## config.mk

```make
export PLATFORM = sky130hd
export DESIGN_NAME = ar_channel_router_flat
export DESIGN_NICKNAME = d
export VERILOG_FILES = /design/src/rtl/ar_channel_router_pkg.sv /design/src/rtl/ar_channel_router_if.sv /design/src/rtl/ar_channel_router_addr_decoder.sv /design/src/rtl/ar_channel_router.sv /design/src/flat_wrapper.sv
export SDC_FILE = /design/constraint.sdc
export NUM_CORES = 1
export LEC_CHECK = 0
export CAP_MARGIN = 10
export CORE_MARGIN = 10
export CORE_UTILIZATION = 35
export CTS_CLUSTER_SIZE = 10
export DETAILED_ROUTE_END_ITERATION = 8
export DONT_BUFFER_PORTS = 1
export HOLD_SLACK_MARGIN = 0.15
export PLACE_DENSITY_LB_ADDON = 0.12
export SYNTH_ARGS = -nofsm -noshare
export SYNTH_HDL_FRONTEND = slang
export SYNTH_SLANG_ARGS = --single-unit
```

## constraint.sdc

```tcl
create_clock -name ACLK -period 3.3 [get_ports ACLK]
set_input_delay 0.33 -clock ACLK [delete_from_list [all_inputs] [get_ports ACLK]]
set_output_delay 0.33 -clock ACLK [all_outputs]
set_load 0.01 [all_outputs]
```

## src/rtl/ar_channel_router_pkg.sv

```systemverilog
// Shared AXI read/write-address definitions: arbiter pointer, master tags, slave regions and
// routing targets used by the AR (and later AW) channel routers.
package ar_channel_router_pkg;

    localparam int unsigned AXI_POINTER_BITS = 2;
    localparam int unsigned TAG_W            = 4;

    typedef enum logic [AXI_POINTER_BITS-1:0] {
        DEFAULT = 2'd0,
        SEL0    = 2'd1,
        SEL1    = 2'd2
    } pointer_e;

    localparam logic [TAG_W-1:0] TAG_M0 = 4'h1;
    localparam logic [TAG_W-1:0] TAG_M1 = 4'h2;

    localparam logic [31:0] S0_REGION_BASE = 32'h0000_0000;
    localparam logic [31:0] S1_REGION_BASE = 32'h0001_0000;

    typedef enum logic [1:0] {
        TGT_NONE = 2'd0,
        TGT_S0   = 2'd1,
        TGT_S1   = 2'd2,
        TGT_SD   = 2'd3
    } target_e;

endpackage

```

## src/rtl/ar_channel_router_if.sv

```systemverilog
// AR-channel bundle between the two masters/arbiter pointer and the three slave ports.
// The slave modport is the router's view; the master modport is the upstream/downstream side.
interface ar_channel_router_if #(
    parameter int unsigned ID_W   = 4,
    parameter int unsigned ADDR_W = 32
) ();
    import ar_channel_router_pkg::*;

    pointer_e                  sel;

    logic [ID_W-1:0]           ARID_M0;
    logic [ID_W-1:0]           ARID_M1;
    logic [ADDR_W-1:0]         ARADDR_M0;
    logic [ADDR_W-1:0]         ARADDR_M1;
    logic [3:0]                ARLEN_M0;
    logic [3:0]                ARLEN_M1;
    logic [2:0]                ARSIZE_M0;
    logic [2:0]                ARSIZE_M1;
    logic [1:0]                ARBURST_M0;
    logic [1:0]                ARBURST_M1;
    logic                      ARVALID_M0;
    logic                      ARVALID_M1;
    logic                      ARREADY_M0;
    logic                      ARREADY_M1;

    logic [ID_W+TAG_W-1:0]     ARID_S;
    logic [ADDR_W-1:0]         ARADDR_S;
    logic [3:0]                ARLEN_S;
    logic [2:0]                ARSIZE_S;
    logic [1:0]                ARBURST_S;
    logic                      ARVALID_S0;
    logic                      ARVALID_S1;
    logic                      ARVALID_SD;
    logic                      ARREADY_S0;
    logic                      ARREADY_S1;
    logic                      ARREADY_SD;

    modport slave (
        input  sel,
        input  ARID_M0, ARID_M1, ARADDR_M0, ARADDR_M1, ARLEN_M0, ARLEN_M1,
        input  ARSIZE_M0, ARSIZE_M1, ARBURST_M0, ARBURST_M1, ARVALID_M0, ARVALID_M1,
        output ARREADY_M0, ARREADY_M1,
        output ARID_S, ARADDR_S, ARLEN_S, ARSIZE_S, ARBURST_S,
        output ARVALID_S0, ARVALID_S1, ARVALID_SD,
        input  ARREADY_S0, ARREADY_S1, ARREADY_SD
    );

    modport master (
        output sel,
        output ARID_M0, ARID_M1, ARADDR_M0, ARADDR_M1, ARLEN_M0, ARLEN_M1,
        output ARSIZE_M0, ARSIZE_M1, ARBURST_M0, ARBURST_M1, ARVALID_M0, ARVALID_M1,
        input  ARREADY_M0, ARREADY_M1,
        input  ARID_S, ARADDR_S, ARLEN_S, ARSIZE_S, ARBURST_S,
        input  ARVALID_S0, ARVALID_S1, ARVALID_SD,
        output ARREADY_S0, ARREADY_S1, ARREADY_SD
    );

endinterface

```

## src/rtl/ar_channel_router_addr_decoder.sv

```systemverilog
// Combinational address decoder: maps an address onto one of two 64 KiB slave regions,
// falling back to the default (DECERR) slave. Shared with the AW-channel router.
module ar_channel_router_addr_decoder
    import ar_channel_router_pkg::*;
#(
    parameter int unsigned ADDR_W  = 32,
    parameter logic [31:0] S0_BASE = S0_REGION_BASE,
    parameter logic [31:0] S1_BASE = S1_REGION_BASE
) (
    input  logic [ADDR_W-1:0] i_addr,
    output target_e           o_target
);

    localparam logic [ADDR_W-1:0] S0_BASE_W = ADDR_W'(S0_BASE);
    localparam logic [ADDR_W-1:0] S1_BASE_W = ADDR_W'(S1_BASE);

    // Offset bits within a region do not take part in the decode.
    logic w_unused_offset;
    assign w_unused_offset = ^i_addr[15:0];

    always_comb begin
        o_target = TGT_SD;
        if (i_addr[ADDR_W-1:16] == S0_BASE_W[ADDR_W-1:16]) begin
            o_target = TGT_S0;
        end else if (i_addr[ADDR_W-1:16] == S1_BASE_W[ADDR_W-1:16]) begin
            o_target = TGT_S1;
        end
    end

endmodule

```

## src/rtl/ar_channel_router.sv

```systemverilog
// AR-channel router: forwards the arbiter-selected master request through a one-entry
// register slice to S0, S1 or the default slave, widening ARID with a master tag.
module ar_channel_router
    import ar_channel_router_pkg::*;
#(
    parameter int unsigned ID_W    = 4,
    parameter int unsigned ADDR_W  = 32,
    parameter logic [31:0] S0_BASE = S0_REGION_BASE,
    parameter logic [31:0] S1_BASE = S1_REGION_BASE
) (
    input  logic                ACLK,
    input  logic                ARESETn,
    ar_channel_router_if.slave  io_ar
);

    logic                  r_buf_valid;
    target_e               r_target;
    logic [ID_W+TAG_W-1:0] r_id;
    logic [ADDR_W-1:0]     r_addr;
    logic [3:0]            r_len;
    logic [2:0]            r_size;
    logic [1:0]            r_burst;

    logic                  w_tgt_ready;
    logic                  w_pop;
    logic                  w_space;
    logic                  w_rdy_m0;
    logic                  w_rdy_m1;
    logic                  w_push;
    logic [ID_W+TAG_W-1:0] w_push_id;
    logic [ADDR_W-1:0]     w_push_addr;
    logic [3:0]            w_push_len;
    logic [2:0]            w_push_size;
    logic [1:0]            w_push_burst;
    target_e               w_push_target;

    // Only the ready of the slave the buffered request is aimed at can drain it.
    always_comb begin
        w_tgt_ready = 1'b0;
        unique case (r_target)
            TGT_S0:   w_tgt_ready = io_ar.ARREADY_S0;
            TGT_S1:   w_tgt_ready = io_ar.ARREADY_S1;
            TGT_SD:   w_tgt_ready = io_ar.ARREADY_SD;
            TGT_NONE: w_tgt_ready = 1'b0;
        endcase
    end

    assign w_pop   = r_buf_valid && w_tgt_ready;
    assign w_space = !r_buf_valid || w_pop;

    // The arbiter advances on ready alone, so ready must imply a real handshake.
    assign w_rdy_m0 = ARESETn && (io_ar.sel == SEL0) && io_ar.ARVALID_M0 && w_space;
    assign w_rdy_m1 = ARESETn && (io_ar.sel == SEL1) && io_ar.ARVALID_M1 && w_space;
    assign w_push   = w_rdy_m0 || w_rdy_m1;

    always_comb begin
        if (w_rdy_m1) begin
            w_push_id    = {TAG_M1, io_ar.ARID_M1};
            w_push_addr  = io_ar.ARADDR_M1;
            w_push_len   = io_ar.ARLEN_M1;
            w_push_size  = io_ar.ARSIZE_M1;
            w_push_burst = io_ar.ARBURST_M1;
        end else begin
            w_push_id    = {TAG_M0, io_ar.ARID_M0};
            w_push_addr  = io_ar.ARADDR_M0;
            w_push_len   = io_ar.ARLEN_M0;
            w_push_size  = io_ar.ARSIZE_M0;
            w_push_burst = io_ar.ARBURST_M0;
        end
    end

    ar_channel_router_addr_decoder #(
        .ADDR_W  (ADDR_W),
        .S0_BASE (S0_BASE),
        .S1_BASE (S1_BASE)
    ) u_addr_decoder (
        .i_addr   (w_push_addr),
        .o_target (w_push_target)
    );

    always_ff @(posedge ACLK or negedge ARESETn) begin
        if (!ARESETn) begin
            r_buf_valid <= 1'b0;
            r_target    <= TGT_NONE;
            r_id        <= '0;
            r_addr      <= '0;
            r_len       <= '0;
            r_size      <= '0;
            r_burst     <= '0;
        end else if (w_push) begin
            r_buf_valid <= 1'b1;
            r_target    <= w_push_target;
            r_id        <= w_push_id;
            r_addr      <= w_push_addr;
            r_len       <= w_push_len;
            r_size      <= w_push_size;
            r_burst     <= w_push_burst;
        end else if (w_pop) begin
            // Payload is left as-is; only validity and target are cleared.
            r_buf_valid <= 1'b0;
            r_target    <= TGT_NONE;
        end
    end

    assign io_ar.ARREADY_M0 = w_rdy_m0;
    assign io_ar.ARREADY_M1 = w_rdy_m1;

    assign io_ar.ARID_S    = r_id;
    assign io_ar.ARADDR_S  = r_addr;
    assign io_ar.ARLEN_S   = r_len;
    assign io_ar.ARSIZE_S  = r_size;
    assign io_ar.ARBURST_S = r_burst;

    assign io_ar.ARVALID_S0 = r_buf_valid && (r_target == TGT_S0);
    assign io_ar.ARVALID_S1 = r_buf_valid && (r_target == TGT_S1);
    assign io_ar.ARVALID_SD = r_buf_valid && (r_target == TGT_SD);

endmodule
```

## src/flat_wrapper.sv

```systemverilog
// flat-port wrapper written by rule: the top's interface ports become plain ports
module ar_channel_router_flat import ar_channel_router_pkg::*;
#(
    parameter int unsigned ID_W    = 4,
    parameter int unsigned ADDR_W  = 32,
    parameter logic [31:0] S0_BASE = S0_REGION_BASE,
    parameter logic [31:0] S1_BASE = S1_REGION_BASE
)
  (ACLK, ARESETn, io_ar_sel, io_ar_ARID_M0, io_ar_ARID_M1, io_ar_ARADDR_M0, io_ar_ARADDR_M1, io_ar_ARLEN_M0, io_ar_ARLEN_M1, io_ar_ARSIZE_M0, io_ar_ARSIZE_M1, io_ar_ARBURST_M0, io_ar_ARBURST_M1, io_ar_ARVALID_M0, io_ar_ARVALID_M1, io_ar_ARREADY_M0, io_ar_ARREADY_M1, io_ar_ARID_S, io_ar_ARADDR_S, io_ar_ARLEN_S, io_ar_ARSIZE_S, io_ar_ARBURST_S, io_ar_ARVALID_S0, io_ar_ARVALID_S1, io_ar_ARVALID_SD, io_ar_ARREADY_S0, io_ar_ARREADY_S1, io_ar_ARREADY_SD);
  ar_channel_router_if #(.ID_W(ID_W), .ADDR_W(ADDR_W)) io_ar_i ();
  input  logic ACLK;
  input  logic ARESETn;
  input wire logic [$bits(io_ar_i.sel)-1:0] io_ar_sel;
  input wire logic [$bits(io_ar_i.ARID_M0)-1:0] io_ar_ARID_M0;
  input wire logic [$bits(io_ar_i.ARID_M1)-1:0] io_ar_ARID_M1;
  input wire logic [$bits(io_ar_i.ARADDR_M0)-1:0] io_ar_ARADDR_M0;
  input wire logic [$bits(io_ar_i.ARADDR_M1)-1:0] io_ar_ARADDR_M1;
  input wire logic [$bits(io_ar_i.ARLEN_M0)-1:0] io_ar_ARLEN_M0;
  input wire logic [$bits(io_ar_i.ARLEN_M1)-1:0] io_ar_ARLEN_M1;
  input wire logic [$bits(io_ar_i.ARSIZE_M0)-1:0] io_ar_ARSIZE_M0;
  input wire logic [$bits(io_ar_i.ARSIZE_M1)-1:0] io_ar_ARSIZE_M1;
  input wire logic [$bits(io_ar_i.ARBURST_M0)-1:0] io_ar_ARBURST_M0;
  input wire logic [$bits(io_ar_i.ARBURST_M1)-1:0] io_ar_ARBURST_M1;
  input wire logic [$bits(io_ar_i.ARVALID_M0)-1:0] io_ar_ARVALID_M0;
  input wire logic [$bits(io_ar_i.ARVALID_M1)-1:0] io_ar_ARVALID_M1;
  output wire logic [$bits(io_ar_i.ARREADY_M0)-1:0] io_ar_ARREADY_M0;
  output wire logic [$bits(io_ar_i.ARREADY_M1)-1:0] io_ar_ARREADY_M1;
  output wire logic [$bits(io_ar_i.ARID_S)-1:0] io_ar_ARID_S;
  output wire logic [$bits(io_ar_i.ARADDR_S)-1:0] io_ar_ARADDR_S;
  output wire logic [$bits(io_ar_i.ARLEN_S)-1:0] io_ar_ARLEN_S;
  output wire logic [$bits(io_ar_i.ARSIZE_S)-1:0] io_ar_ARSIZE_S;
  output wire logic [$bits(io_ar_i.ARBURST_S)-1:0] io_ar_ARBURST_S;
  output wire logic [$bits(io_ar_i.ARVALID_S0)-1:0] io_ar_ARVALID_S0;
  output wire logic [$bits(io_ar_i.ARVALID_S1)-1:0] io_ar_ARVALID_S1;
  output wire logic [$bits(io_ar_i.ARVALID_SD)-1:0] io_ar_ARVALID_SD;
  input wire logic [$bits(io_ar_i.ARREADY_S0)-1:0] io_ar_ARREADY_S0;
  input wire logic [$bits(io_ar_i.ARREADY_S1)-1:0] io_ar_ARREADY_S1;
  input wire logic [$bits(io_ar_i.ARREADY_SD)-1:0] io_ar_ARREADY_SD;
  assign io_ar_i.sel = io_ar_sel;
  assign io_ar_i.ARID_M0 = io_ar_ARID_M0;
  assign io_ar_i.ARID_M1 = io_ar_ARID_M1;
  assign io_ar_i.ARADDR_M0 = io_ar_ARADDR_M0;
  assign io_ar_i.ARADDR_M1 = io_ar_ARADDR_M1;
  assign io_ar_i.ARLEN_M0 = io_ar_ARLEN_M0;
  assign io_ar_i.ARLEN_M1 = io_ar_ARLEN_M1;
  assign io_ar_i.ARSIZE_M0 = io_ar_ARSIZE_M0;
  assign io_ar_i.ARSIZE_M1 = io_ar_ARSIZE_M1;
  assign io_ar_i.ARBURST_M0 = io_ar_ARBURST_M0;
  assign io_ar_i.ARBURST_M1 = io_ar_ARBURST_M1;
  assign io_ar_i.ARVALID_M0 = io_ar_ARVALID_M0;
  assign io_ar_i.ARVALID_M1 = io_ar_ARVALID_M1;
  assign io_ar_ARREADY_M0 = io_ar_i.ARREADY_M0;
  assign io_ar_ARREADY_M1 = io_ar_i.ARREADY_M1;
  assign io_ar_ARID_S = io_ar_i.ARID_S;
  assign io_ar_ARADDR_S = io_ar_i.ARADDR_S;
  assign io_ar_ARLEN_S = io_ar_i.ARLEN_S;
  assign io_ar_ARSIZE_S = io_ar_i.ARSIZE_S;
  assign io_ar_ARBURST_S = io_ar_i.ARBURST_S;
  assign io_ar_ARVALID_S0 = io_ar_i.ARVALID_S0;
  assign io_ar_ARVALID_S1 = io_ar_i.ARVALID_S1;
  assign io_ar_ARVALID_SD = io_ar_i.ARVALID_SD;
  assign io_ar_i.ARREADY_S0 = io_ar_ARREADY_S0;
  assign io_ar_i.ARREADY_S1 = io_ar_ARREADY_S1;
  assign io_ar_i.ARREADY_SD = io_ar_ARREADY_SD;
  ar_channel_router #(.ID_W(ID_W), .ADDR_W(ADDR_W), .S0_BASE(S0_BASE), .S1_BASE(S1_BASE)) u_core (.ACLK(ACLK), .ARESETn(ARESETn), .io_ar(io_ar_i));
endmodule
```

* Word-level counts from Yosys, hierarchy flattened
Index checks and enable logic that the tools add are counted.
** Storage, ports and cells
- Register bits after elaboration :: 52
- Bits in latches :: 0
- RAM bits :: 0
- Bits in read-only memories :: 0
- Bits of input ports :: 99
- Logic and storage cells :: 41
- Memories kept :: 0
** Cells by class
- $add $sub $neg :: 0
- Multiply operators :: 0
- Div/mod/pow operators :: 0
- $lt $le $gt $ge :: 0
- Equality and inequality tests :: 6
- Shifts and indexed selects :: 0
- Multiplexer cells :: 12
- Bitwise logic cells :: 0
- Reductions and logical operators :: 16
** Operators with widths (count)
- 32-bit two-way mux :: 1
- 16-bit by 1-bit equality test with 1-bit output, second input constant :: 1
- 16-bit logical NOT :: 1
- 1-bit logical AND :: 10
- 2-bit two-way mux :: 4
- 2-bit equality test, second input constant :: 3
- 6-bit two-way mux :: 1
- 2-bit by 1-bit equality test with 1-bit output, second input constant :: 2
- 4-bit two-way mux :: 1
- 1-bit case mux with 4 select lines :: 1
- 1-bit two-way mux :: 3
- 3-bit two-way mux :: 1
- 2-bit logical NOT :: 1
- 1-bit logical OR :: 2
- 2-bit nonzero test :: 1
- 1-bit logical NOT :: 1

* Depth between registers and ports, before layout
- Depth in word-level cells :: 10
- Depth in mapped cells :: 8

* Modules after synthesis
A second synthesis with hierarchy kept.
** Second synthesis, totals
- Cell total of the unflattened synthesis :: 324
- Area total of the unflattened synthesis :: 3114.2 um2
** By module, submodules not included
- ar_channel_router :: instances 1, cells each 317, area each 3049.2 um2
- ar_channel_router_addr_decoder :: instances 1, cells each 7, area each 65.1 um2

* Worst setup path before layout
OpenSTA, ideal clock, no wires.
- Path type :: register to register
- Start point :: register u_core.r_target[1]
- End point :: register u_core.r_addr[0], in the netlist u_core.io_ar.ARADDR_S[0]
- Arrival :: 1.555 ns
- Required time :: 3.176 ns
- Path slack :: 1.621 ns
- Cell stages (with the launch flop) :: 8
- Cell sequence :: dfrtp_1 mux2_4 o221a_4 nand2_4 inv_2 buf_6 a22oi_1 nand2_1
** On the way
- Cells in the longest elaborated chain, start to end :: 6
- Elaborated cells on any way between the ends :: 11
** Ends and longest elaborated chain
- from (decl) :: RTL line ar_channel_router.sv:17 : target_e r_target;
- from (signal assigned) :: RTL line ar_channel_router.sv:92 : r_target <= w_push_target;
- 2-bit equality test, or another cell as far along :: RTL line ar_channel_router.sv:40 : unique case (r_target)
- 1-bit case mux with 4 select lines * :: RTL line ar_channel_router.sv:40
- 1-bit logical AND * :: RTL line ar_channel_router.sv:48 : assign w_pop = r_buf_valid && w_tgt_ready;
- 1-bit logical OR * :: RTL line ar_channel_router.sv:49 : assign w_space = !r_buf_valid || w_pop;
- 1-bit logical AND * :: RTL line ar_channel_router.sv:53 : assign w_rdy_m1 = ARESETn && (io_ar.sel == SEL1) && io_ar.ARVALID_M1 && w_space;
- named net io_ar_ARREADY_M1 :: RTL line flat_wrapper.sv:27 : output wire logic [$bits(io_ar_i.ARREADY_M1)-1:0] io_ar_ARREADY_M1;
- 32-bit two-way mux or 1-bit logical OR (tied branches) :: RTL line ar_channel_router.sv:57, ar_channel_router.sv:54
- to (signal assigned) :: RTL line ar_channel_router.sv:94 : r_addr <= w_push_addr;
- to (decl) :: RTL line ar_channel_router.sv:19 : logic [ADDR_W-1:0] r_addr;
Mark *: on every way through the listed nets, which the timed path passes. The rest lies on a longest branch.
A chain may end at the register's enable or synchronous reset.

* Worst setup path after layout
- Start point :: register u_core.r_target[1]
- End point :: output port io_ar_ARREADY_M0
** On the way
- Cells in the longest elaborated chain, start to end :: 5
- Elaborated cells on any way between the ends :: 8
** Ends and longest elaborated chain
- 2-bit equality test, or another cell as far along :: RTL line ar_channel_router.sv:40
- 1-bit case mux with 4 select lines * :: RTL line ar_channel_router.sv:40
- 1-bit logical AND * :: RTL line ar_channel_router.sv:48
- 1-bit logical OR * :: RTL line ar_channel_router.sv:49
- 1-bit logical AND * :: RTL line ar_channel_router.sv:52 : assign w_rdy_m0 = ARESETn && (io_ar.sel == SEL0) && io_ar.ARVALID_M0 && w_space;
- to (decl) :: RTL line flat_wrapper.sv:26 : output wire logic [$bits(io_ar_i.ARREADY_M0)-1:0] io_ar_ARREADY_M0;
Mark *: on every way between the ends. The rest lies on a longest branch, timed or not.

==> results.json <==
{
  "core.rowCount": 30,
  "hpwl_mm": 5.87,
  "tightest_slew_ns": 0.866,
  "rsz0062_at_grt": "no",
  "start_util_pct": 36.2,
  "route.detailed.drc": 0,
  "via_count": 2015,
  "period_share_pct": 78.9,
  "ys_types": 30,
  "crit_fanout": 46,
  "wirelength_mm": 8.05,
  "post_cts_resized": 0,
  "synthAdderAreaFrac_pct": 0,
  "reg2reg_setup_slack_ns": 0.86,
  "ys_seq_area_share_pct": 50.5,
  "chipHeight_microns": 104,
  "clk_latency_ns": 0.30,
  "synthMuxAreaShare_pct": 1.41,
  "numPortBuffers": 0,
  "root_buffer": "clkbuf_8",
  "drtPass1Iterations": 4,
  "cp-end-kind": "output pin",
  "finClkSkew_ns": 0.00779,
  "cts_tree": "yes",
  "gr-total-overflow": 0,
  "final_cell_mix": "nand2_1, dfrtp_1, a21oi_1, nor2_1, a31oi_1",
  "synth_cells": 290,
  "place_area_sq_um": 2460,
  "clkSlewWorstSetupHoldPaths_ns": 0.09,
  "path_class": "register to output pin",
  "final_nets": 380,
  "cp-startpoint": "u_core.r_target[1]",
  "synthXorXnorAreaFrac_pct": 0,
  "hold_path.class": "input pin to register",
  "slew_headroom_pct": 42.2,
  "fin_area_sq_um": 2590,
  "clockBufferDepth": 2,
  "placedCellCount": 368,
  "finalSetupViolCount": 0,
  "drt-wirelength-per-cell_microns": 21.3,
  "yosysWarnings": 0,
  "cp.required_ns": 2.97,
  "avgViaCountPerCell": 5.33,
  "synth_top_family_by_area": "simple AND/OR/NAND/NOR gates",
  "max-vdd-ir-drop_uv": 258,
  "drt-initial-drc-count": 127,
  "synth_edf_count": 0,
  "synth_ff_type": "dfrtp_1",
  "insertedDiodeCount": 0,
  "seqCellArea_sq_um": 1250,
  "min_period_ns": 2.60,
  "syn_to_final_growth_pct": 4.50,
  "die_area_sq_um": 10800,
  "syn_avg_cell_area_sq_um": 8.54,
  "fp.dieW_microns": 104,
  "first_global_vias": 2123,
  "final_common_cell": "nand2_1",
  "hold_viol_final": 0,
  "max_cap_viol_count": 0,
  "ff2ff_path_depth": 6,
  "slew_violations": 0,
  "synth_area_sq_um": 2480,
  "powerDensity_nw_per_um2": 824,
  "cts_setup_buffers": 0,
  "core-area_sq_um": 6830,
  "clock_sinks": 50,
  "cp.arrival_ns": 2.27,
  "async_flop_share_pct": 100,
  "holdPathStages": 2,
  "leakage_nw": 1.20,
  "rr_endpoint": "u_core.io_ar.ARID_S[1]",
  "status": "completed",
  "synthSimpleGateAreaFrac_pct": 23.6,
  "grt_max_degree": 51,
  "synth_compound_area_share_pct": 17.8,
  "cts_hold_buf": 2,
  "place_congestion": 0.829,
  "grt_first_pass_wirelength_mm": 12.3,
  "ys_seq_elements": 50,
  "antenna_found_initial": 0,
  "track_usage_pct": 14.0,
  "min_from": "io_ar_ARADDR_M0[1]",
  "ant_nets": 0,
  "final_cells": 378,
  "holdPathEnd": "u_core.io_ar.ARADDR_S[1]",
  "max_clock_freq_ghz": 0.384,
  "fill_cells": 725,
  "timing.setup.tns_ns": 0,
  "io_pins": 153,
  "ctsHtreeMaxLevel": 2,
  "r2r_start": "u_core.r_target[1]",
  "multi_input_area_sq_um": 1070,
  "critPathLaunchType": "register",
  "drive_above_1_share_pct": 5.32,
  "numCtsBuffers": 5
}
critical path: stages, from the launching register on:
cell and delay [ns]:
dfrtp_1 0.45, mux2_4 0.25, o221a_4 0.25, nand2_4 0.26
inv_2 0.75
routing by layer:
| layer | up-vias | GRT usage, % | part of all wire (%) |
|---|---|---|---|
| met5 | - | 0 | 0 |
| met4 | 0 | 3.38 | 1.0 |
| met1 | 957 | 15.8 | 40 |
| li1 | 964 | - | - |
| met3 | 7 | 7.62 | 11 |
| met2 | 87 | 22.5 | 48 |
Yosys cell counts, types with 2 or more instances:
cell / number / share of area, %
nand2_4: 2 / 0.91
nand2_1: 83 / 13
nor3_1: 2 / 0.40
nand4_1: 2 / 0.51
nor4_1: 6 / 1.5
mux2i_1: 2 / 0.81
nand3b_1: 2 / 0.61
buf_2: 8 / 1.6
a22oi_1: 10 / 3.0
inv_2: 2 / 0.30
buf_4: 5 / 1.5
a32oi_1: 2 / 0.71
a21oi_1: 40 / 8.1
and2_1: 2 / 0.51
dfrtp_1: 50 / 51
a31oi_1: 16 / 4.0
buf_6: 6 / 2.7
nor2_1: 38 / 5.8
how the worst max path moves through the flow:
stage                                to  slack [ns]
5_1_grt                io_ar_ARREADY_M0        0.55
3_5_place_dp   u_core.io_ar.ARADDR_S[2]        0.82
3_3_place_gp     u_core.io_ar.ARID_S[1]        0.89
4_1_cts                io_ar_ARREADY_M0        0.63
2_1_floorplan  u_core.io_ar.ARADDR_S[0]        1.62
6_report               io_ar_ARREADY_M0        0.70
sequential cells by signal, indices dropped and copies added, names as in the netlist:
signal                  count
u_core.io_ar.ARADDR_S      32
u_core.io_ar.ARID_S         6
u_core.io_ar.ARLEN_S        4
u_core.io_ar.ARSIZE_S       3
u_core.io_ar.ARBURST_S      2
u_core.r_target             2
u_core.r_buf_valid          1
per-stage QoR:
step / hold WS, ns / power [mW] / util, % / worst slack (ns)
6_report: 0.161 / 2.13 / 37.9 / 0.698
5_1_grt: 0.153 / 2.30 / 37.9 / 0.550
4_1_cts: 0.152 / 2.17 / 37.9 / 0.633
3_5_place_dp: 0.0363 / 1.78 / 36.0 / 0.816
3_3_place_gp: 0.0363 / 1.76 / 36.0 / 0.895
2_1_floorplan: 0.0344 / 1.61 / - / 1.62
power by group:
group	leakage (nW)	internal, mW	total [mW]	switching [mW]
sequential	0.594	0.912	1.31	0.402
clock	0.0482	0.170	0.367	0.197
combinational	0.554	0.196	0.452	0.255
total	1.20	1.28	2.13	0.854
cells by family (layout without fill, tap and decap cells):
kind of cell           Yosys count  in the layout
DFF                             50             50
other                            1              2
buffers and inverters           23             14
AOI/OAI and AO/OA               73             73
muxes                            3              3
and+or+nand+nor                140            140
cell type report:
cell class                 count  share of cell area [%]
inverter                       3                   0.435
clock inverter                 1                   0.193
clock buffer                   7                    3.34
multi-input combinational    218                    41.3
timing repair buffer           3                    1.74
tap                           96                    4.64
sequential                    50                    48.4
Power figures use the tool's default switching activity.
